`config.mk`:
```
export PLATFORM = sky130hd
export DESIGN_NAME = tdm_selector41_scan_flat
export DESIGN_NICKNAME = d
export VERILOG_FILES = /design/src/rtl/tdm_selector41_scan_pkg.sv /design/src/rtl/tdm_selector41_scan_if.sv /design/src/rtl/tdm_selector41_scan_next_chan_find.sv /design/src/rtl/tdm_selector41_scan.sv /design/src/flat_wrapper.sv
export SDC_FILE = /design/constraint.sdc
export NUM_CORES = 1
export LEC_CHECK = 0
export ABC_AREA = 1
export BUFFER_PORTS_ARGS = -buffer_cell sky130_fd_sc_hd__buf_2
export CORE_ASPECT_RATIO = 0.6
export CORE_MARGIN = 2
export CORE_UTILIZATION = 49
export CTS_CLUSTER_DIAMETER = 40
export DETAILED_ROUTE_END_ITERATION = 6
export GPL_TIMING_DRIVEN = 0
export PLACE_DENSITY_LB_ADDON = 0.12
export SLEW_MARGIN = 40
export SYNTH_ARGS = -nofsm -noshare
export SYNTH_HDL_FRONTEND = slang
export SYNTH_HIERARCHICAL = 1
export SYNTH_SLANG_ARGS = --single-unit
```
`constraint.sdc`:
```
create_clock -name iClk -period 5.85 [get_ports iClk]
set_input_delay 1.17 -clock iClk [delete_from_list [all_inputs] [get_ports iClk]]
set_output_delay 1.17 -clock iClk [all_outputs]
set_load 0.02 [all_outputs]
```
`src/rtl/tdm_selector41_scan_pkg.sv`:
```
// Shared types and constants for the 4-channel time-division selector.
package tdm_selector41_scan_pkg;

  localparam int unsigned NCH  = 4;
  localparam int unsigned CH_W = 2;

  localparam logic ST_IDLE = 1'b0;
  localparam logic ST_SLOT = 1'b1;

  typedef enum logic {
    StIdle = ST_IDLE,
    StSlot = ST_SLOT
  } state_e;

  typedef logic [CH_W-1:0] ch_t;

endpackage

```
`src/rtl/tdm_selector41_scan_if.sv`:
```
// Channel data, control and select/data outputs of the time-division selector.
interface tdm_selector41_scan_if #(
  parameter int unsigned W = 1
);
  logic         iEn;
  logic [3:0]   iMask;
  logic [W-1:0] iD0;
  logic [W-1:0] iD1;
  logic [W-1:0] iD2;
  logic [W-1:0] iD3;
  logic [W-1:0] oZ;
  logic         oS1;
  logic         oS0;
  logic         oValid;
  logic         oFrame;

  modport master (
    output iEn, iMask, iD0, iD1, iD2, iD3,
    input  oZ, oS1, oS0, oValid, oFrame
  );

  modport slave (
    input  iEn, iMask, iD0, iD1, iD2, iD3,
    output oZ, oS1, oS0, oValid, oFrame
  );
endinterface

```
`src/rtl/tdm_selector41_scan_next_chan_find.sv`:
```
// Circular next-enabled-channel search plus lowest-enabled-channel lookup.
module next_chan_find
  import tdm_selector41_scan_pkg::*;
(
  input  logic [NCH-1:0] mask_i,
  input  ch_t            cur_i,
  output ch_t            nxt_o,
  output logic           wrap_o,
  output ch_t            first_o
);

  ch_t cand;

  always_comb begin
    first_o = '0;
    nxt_o   = cur_i;
    cand    = '0;
    for (int k = int'(NCH) - 1; k >= 0; k--) begin
      if (mask_i[k]) first_o = ch_t'(k);
    end
    // Scan offsets high to low so the nearest enabled channel wins.
    for (int k = int'(NCH) - 1; k >= 1; k--) begin
      cand = cur_i + ch_t'(k);
      if (mask_i[cand]) nxt_o = cand;
    end
  end

  assign wrap_o = (nxt_o <= cur_i);

endmodule

```
`src/rtl/tdm_selector41_scan.sv`:
```
// Round-robin 4-to-1 time-division selector: holds each enabled channel for DWELL
// cycles, drives the matching select code, and flags the first cycle of each frame.
module tdm_selector41_scan
  import tdm_selector41_scan_pkg::*;
#(
  parameter int unsigned W     = 1,
  parameter int unsigned DWELL = 2
) (
  input logic                   iClk,
  input logic                   iRst_n,
  tdm_selector41_scan_if.slave  bus
);

  localparam logic [3:0] DwellM1 = 4'(DWELL - 1);

  state_e         state_q;
  logic [NCH-1:0] mask_q;
  ch_t            ptr_q;
  logic [3:0]     cnt_q;
  logic [W-1:0]   z_q;
  ch_t            sel_q;
  logic           valid_q;
  logic           frame_q;

  ch_t  nxt;
  logic wrap;
  ch_t  first_new;
  ch_t  first_cur;
  ch_t  nxt_new;
  logic wrap_new;
  logic start_ok;

  next_chan_find u_adv (
    .mask_i  (mask_q),
    .cur_i   (ptr_q),
    .nxt_o   (nxt),
    .wrap_o  (wrap),
    .first_o (first_cur)
  );

  next_chan_find u_new (
    .mask_i  (bus.iMask),
    .cur_i   (ptr_q),
    .nxt_o   (nxt_new),
    .wrap_o  (wrap_new),
    .first_o (first_new)
  );

  logic unused_find;
  assign unused_find = ^{first_cur, nxt_new, wrap_new};

  function automatic logic [W-1:0] pick(ch_t ch, logic [W-1:0] d0, logic [W-1:0] d1,
                                        logic [W-1:0] d2, logic [W-1:0] d3);
    pick = d0;
    unique case (ch)
      2'd0: pick = d0;
      2'd1: pick = d1;
      2'd2: pick = d2;
      2'd3: pick = d3;
    endcase
  endfunction

  logic [W-1:0] d_nxt;
  logic [W-1:0] d_first;

  assign d_nxt    = pick(nxt, bus.iD0, bus.iD1, bus.iD2, bus.iD3);
  assign d_first  = pick(first_new, bus.iD0, bus.iD1, bus.iD2, bus.iD3);
  assign start_ok = bus.iEn && (bus.iMask != '0);

  always_ff @(posedge iClk) begin
    if (!iRst_n) begin
      state_q <= StIdle;
      mask_q  <= '0;
      ptr_q   <= '0;
      cnt_q   <= '0;
      z_q     <= '0;
      sel_q   <= '0;
      valid_q <= 1'b0;
      frame_q <= 1'b0;
    end else begin
      unique case (state_q)
        StIdle: begin
          if (start_ok) begin
            mask_q  <= bus.iMask;
            ptr_q   <= first_new;
            sel_q   <= first_new;
            z_q     <= d_first;
            valid_q <= 1'b1;
            frame_q <= 1'b1;
            cnt_q   <= DwellM1;
            state_q <= StSlot;
          end
        end
        StSlot: begin
          if (cnt_q != '0) begin
            cnt_q   <= cnt_q - 4'd1;
            frame_q <= 1'b0;
          end else if (!wrap) begin
            // Mid-frame: iEn/iMask are ignored so a started frame always completes.
            ptr_q   <= nxt;
            sel_q   <= nxt;
            z_q     <= d_nxt;
            frame_q <= 1'b0;
            cnt_q   <= DwellM1;
          end else if (!start_ok) begin
            state_q <= StIdle;
            valid_q <= 1'b0;
            z_q     <= '0;
            sel_q   <= '0;
            frame_q <= 1'b0;
          end else begin
            mask_q  <= bus.iMask;
            ptr_q   <= first_new;
            sel_q   <= first_new;
            z_q     <= d_first;
            frame_q <= 1'b1;
            cnt_q   <= DwellM1;
          end
        end
      endcase
    end
  end

  assign bus.oZ     = z_q;
  assign bus.oS1    = sel_q[1];
  assign bus.oS0    = sel_q[0];
  assign bus.oValid = valid_q;
  assign bus.oFrame = frame_q;

endmodule

```
`src/flat_wrapper.sv`:
```
// flat-port wrapper written by rule: the top's interface ports become plain ports
module tdm_selector41_scan_flat import tdm_selector41_scan_pkg::*;
#(
  parameter int unsigned W     = 1,
  parameter int unsigned DWELL = 2
)
  (iClk, iRst_n, bus_iEn, bus_iMask, bus_iD0, bus_iD1, bus_iD2, bus_iD3, bus_oZ, bus_oS1, bus_oS0, bus_oValid, bus_oFrame);
  tdm_selector41_scan_if #(.W(W)) bus_i ();
  input logic iClk;
  input logic iRst_n;
  input wire logic [$bits(bus_i.iEn)-1:0] bus_iEn;
  input wire logic [$bits(bus_i.iMask)-1:0] bus_iMask;
  input wire logic [$bits(bus_i.iD0)-1:0] bus_iD0;
  input wire logic [$bits(bus_i.iD1)-1:0] bus_iD1;
  input wire logic [$bits(bus_i.iD2)-1:0] bus_iD2;
  input wire logic [$bits(bus_i.iD3)-1:0] bus_iD3;
  output wire logic [$bits(bus_i.oZ)-1:0] bus_oZ;
  output wire logic [$bits(bus_i.oS1)-1:0] bus_oS1;
  output wire logic [$bits(bus_i.oS0)-1:0] bus_oS0;
  output wire logic [$bits(bus_i.oValid)-1:0] bus_oValid;
  output wire logic [$bits(bus_i.oFrame)-1:0] bus_oFrame;
  assign bus_i.iEn = bus_iEn;
  assign bus_i.iMask = bus_iMask;
  assign bus_i.iD0 = bus_iD0;
  assign bus_i.iD1 = bus_iD1;
  assign bus_i.iD2 = bus_iD2;
  assign bus_i.iD3 = bus_iD3;
  assign bus_oZ = bus_i.oZ;
  assign bus_oS1 = bus_i.oS1;
  assign bus_oS0 = bus_i.oS0;
  assign bus_oValid = bus_i.oValid;
  assign bus_oFrame = bus_i.oFrame;
  tdm_selector41_scan #(.W(W), .DWELL(DWELL)) u_core (.iClk(iClk), .iRst_n(iRst_n), .bus(bus_i));
endmodule
```
* Yosys cells after proc, flatten, opt, wreduce, memory -nomap -nowiden
Index checks and enable logic that the tools add are counted.
Word-level totals: register bits 16, bits of input ports 11
Cells by class: add/subtract/negate cells 4, $lt $le $gt $ge 4, eq/ne operators 10, multiplexer cells 49, bitwise gates (word level) 1, reductions and logical operators 8
Operator list (count):
- 2-to-1 mux 2 bit | 14
- 2-to-1 mux 4 bit | 6
- 2-to-1 mux 1 bit | 16
- case mux 4 bit (2 select lines) | 2
- < comparator 2 x 3 -> 1 bit (second input constant) | 3
- == test 2 bit (second input constant) | 4
- case mux 1 bit (2 select lines) | 4
- case mux 1 bit (4 select lines) | 2
- case mux 2 bit (2 select lines) | 2
- nonzero test 4 bit | 2
- binary-select mux 1 bit (select 2 bit) | 3
- inequality test 2 bit (second input constant) | 3
- adder 2 bit (second input constant) | 2
- == test 2 x 1 -> 1 bit (second input constant) | 2
- logical NOT 2 bit | 2
- AND reduction 2 bit | 2
- AND reduction 4 bit | 1
- subtractor 4 x 1 -> 4 bit (second input constant) | 1
- adder 2 x 1 -> 2 bit (second input constant) | 1
- <= comparator 2 bit | 1
- inequality test 2 x 1 -> 1 bit (second input constant) | 1
- logical AND 1 bit | 1
- inverter 1 bit | 1

* Depth between registers and ports, before layout
depth after elaboration 11, depth in mapped cells 20

* By module
The synthesis kept the hierarchy.
By module, submodules not included:
- tdm_selector41_scan | instances 1, cells an instance 131, area each 915.9 um^2
- next_chan_find | instances 2, cells an instance 51, area each 255.2 um^2

* Least setup slack after synthesis
OpenSTA, ideal clock, no wires.
path type flip-flop to flip-flop, from register u_core.ptr_q[0], to register u_core.mask_q[0], arrival time 2.656 ns, required time 5.737 ns, path slack 3.081 ns, stages on the path, launching flop included 19, path buffers 1, period minus slack after synthesis 2.769 ns, path through dfxtp_1 > buf_6 > inv_4 > nand3_1 > nand2_1 > nor2_4 > nand3_1 > a21boi_0 > ha_1 > inv_1 > nor2_1 > o21ai_0 > inv_1 > nand2_2 > nand2_2 > nor2_4 > inv_2 > nor2_1 > nor2_1
On the way: longest elaborated chain between the ends 9, elaborated cells between the ends (all ways) 15, those cells by class 3 x add/sub; 1 x order compare; 1 x eq/ne; 9 x mux; 1 x reduce/logical
RTL lines:
- start, declared | RTL line tdm_selector41_scan.sv:18 | ch_t ptr_q;
- start signal, assigned | RTL line tdm_selector41_scan.sv:85 | ptr_q <= first_new;
- start signal, assigned | RTL line tdm_selector41_scan.sv:100 | ptr_q <= nxt;
- start signal, assigned | RTL line tdm_selector41_scan.sv:113 | ptr_q <= first_new;
- adder 2 bit
- binary-select mux 1 bit (select 2 bit) | RTL line tdm_selector41_scan_next_chan_find.sv:24 | if (mask_i[cand]) nxt_o = cand;
- 2-to-1 mux 1 bit (not written as such) | RTL line tdm_selector41_scan_next_chan_find.sv:24
- 2-to-1 mux 2 bit (2 in series) | RTL line tdm_selector41_scan_next_chan_find.sv:24
- 2-to-1 mux 2 bit * | RTL line tdm_selector41_scan_next_chan_find.sv:24
- named net u_core.nxt[1] | RTL line tdm_selector41_scan.sv:25 | ch_t nxt;
- <= comparator 2 bit * | RTL line tdm_selector41_scan_next_chan_find.sv:28 | assign wrap_o = (nxt_o <= cur_i);
- named net u_core.wrap | RTL line tdm_selector41_scan.sv:26 | logic wrap;
- inequality test 2 bit (no line) *
- AND reduction 2 bit (no line) *
- end signal, assigned | RTL line tdm_selector41_scan.sv:84 | mask_q <= bus.iMask;
- end signal, assigned | RTL line tdm_selector41_scan.sv:112 | mask_q <= bus.iMask;
- end, declared | RTL line tdm_selector41_scan.sv:17 | logic [NCH-1:0] mask_q;
The timed path passes the listed nets; every way through them passes the cells marked *. The select of a mux whose other input is x is not followed. A chain may end at the register's enable or synchronous reset.

* Worst setup path in the final report
from register u_core.ptr_q[0], to register u_core.mask_q[1]
The elaborated chain is that of the path after synthesis.

==> qor.yml <==
grt_first_pass_wirelength_um: 4680
cts_tree: "yes"
dieWidth_um: 67.1
antenna_found_initial: 0
drv_slew: 0
syn_inst: 182
outcome: "finished clean"
tightest_slew_ns: 0.682
nets: 217
period_minus_slack_ns: 3.29
power.density_nw_per_um2: 566
hold_slack_ns: 0.471
avgRoutedWirePerCell_um: 11.9
crit_arrival_ns: 3.44
dpl.hpwl_um: 2080
cts_buffer_depth: 2
syn_nets: 197
yosysWarnings: 6
clkTransAtPathRegs_ns: 0.06
relSlewSlack: 0.541
clock_skew_ns: 0.00228
ctsResizeCount: 0
fmax_mhz: 304
routed_wl_um: 2760
drive_gt1_frac: 0.249
n_antenna_cell: 0
grt_max_degree: 11
p_leak_nw: 0.652
mostFrequentLayoutCells: "47 x nand2_1, 23 x nor2_1, 18 x nand3_1"
place.gp.congestion: 0.810
synth_area_um2: 1170
insertion_delay_ns: 0.25
core-area_um2: 2210
setup_violations: 0
r2r_start: "u_core/ptr_q[0]$_SDFFE_PN0N_"
grt_setup_unrepaired: "false"
cp.required_ns: 6.00
end_kind: "flip-flop"
critPathKind: "reg -> reg"
startpoint: "u_core/ptr_q[0]$_SDFFE_PN0N_"
crit_path_max_fanout: 9
route.detailed.drc: 0
finalCritPeriodShare: 0.562
critical_path.startpoint_type: "flip-flop"
endpoint: "u_core/mask_q[1]$_SDFFE_PN0P_"
ioPinCount: 16
layout_commonest_cell: "nand2_1"
holdBufCountCts: 0
nFillCells: 227
hold_viol: 0
avgSynthCellArea_um2: 6.43
antenna_left: 0
htree_levels: 1
dieArea_um2: 2810
fp-row-count: 13
cts_buffers: 3
grt_pass1_vias: 1103
portBuffers: 15
reg2reg_depth: 18
peakVddDrop_v: 0.000246
drt_iter0_drc: 93
dieHeight_um: 41.9
hp-class: "reg -> reg"
r2r_end: "u_core/mask_q[1]$_SDFFE_PN0P_"
vias: 1242
cts_setup_buffers: 0
start_util: 0.529
tns_ns: 0
vias_per_cell: 5.38
clkSinkCount: 16
syn_to_final_growth_pct: 14.3
max_cap_viol_count: 0
drt-pass1-iter-count: 4
grt-ovfl-total: 0
grt_usage: 0.217
clock-root-buffer: "clkbuf_8"
r2r_slack_ns: 2.56
==> critical path, cell delays in order (launching register included) <==
cell	delay [ns]
dfxtp_1	0.40
buf_6	0.17
inv_4	0.05
nand3_1	0.06
nand2_1	0.09
nor2_4	0.12
nand3_1	0.07
a21boi_0	0.55
ha_1	0.37
inv_1	0.06
nor2_1	0.03
o21ai_0	0.41
inv_1	0.16
nand2_2	0.19
nand2_2	0.09
nor2_4	0.15
inv_2	0.07
nor2_1	0.10
nor2_1	0.05
==> routing by layer <==
| layer | vias to the layer above | GRT usage | part of all wire |
|---|---|---|---|
| met1 | 576 | 0.305 | 0.50 |
| li1 | 624 | - | - |
| met5 | - | 0 | 0 |
| met3 | 2 | 0.0488 | 0.057 |
| met4 | 0 | 0.0490 | 0.0047 |
| met2 | 40 | 0.337 | 0.43 |
==> through the flow <==
stage                     cells  total power, mW   util  setup slack (ns)  instance area, um2
after floorplan             182            0.552      -              3.15                1170
after global placement      227            0.633  0.580              2.67                1280
after detailed placement    227            0.650  0.580              2.63                1280
after CTS                   231            0.755  0.605              2.61                1340
after global routing        231            0.832  0.605              2.28                1340
final                       231            0.758  0.605              2.56                1340
==> power by group <==
part,internal (mW),total (mW),switching (mW)
Combinational,0.164,0.492,0.328
Clock,0.0597,0.0981,0.0383
Sequential,0.141,0.168,0.0270
==> state kept, by name, summed over array words and instances, names as in the netlist <==
register	cells
u_core/cnt_q	4
u_core/mask_q	4
u_core/ptr_q	2
u_core/sel_q	2
u_core/bus.oFrame	1
u_core/bus.oValid	1
u_core/bus.oZ	1
u_core/state_q	1
==> area by class of cell <==
cell class	instances	area, um2	area share
Sequential cell	16	320	0.239
Tap cell	30	37.5	0.0280
Inverter	19	76.3	0.0570
Clock buffer	4	55.1	0.0411
Multi-Input combinational cell	144	737	0.550
Buffer	3	37.5	0.0280
Timing Repair Buffer	15	75.1	0.0561
==> how the worst min path moves through the flow <==
stage / end / depth (start not counted) / startpoint
after floorplan: u_core/cnt_q[2]$_SDFF_PN0_ / 2 / u_core/cnt_q[2]$_SDFF_PN0_
after global placement: u_core/bus.oValid$_SDFFE_PN0P_ / 2 / u_core/bus.oValid$_SDFFE_PN0P_
after detailed placement: u_core/sel_q[1]$_SDFFE_PN0P_ / 2 / u_core/sel_q[1]$_SDFFE_PN0P_
after CTS: u_core/bus.oValid$_SDFFE_PN0P_ / 2 / u_core/bus.oValid$_SDFFE_PN0P_
after global routing: u_core/sel_q[1]$_SDFFE_PN0P_ / 2 / u_core/sel_q[1]$_SDFFE_PN0P_
final: u_core/bus.oValid$_SDFFE_PN0P_ / 2 / u_core/bus.oValid$_SDFFE_PN0P_
No activity file was read; power rests on OpenSTA's default activity.
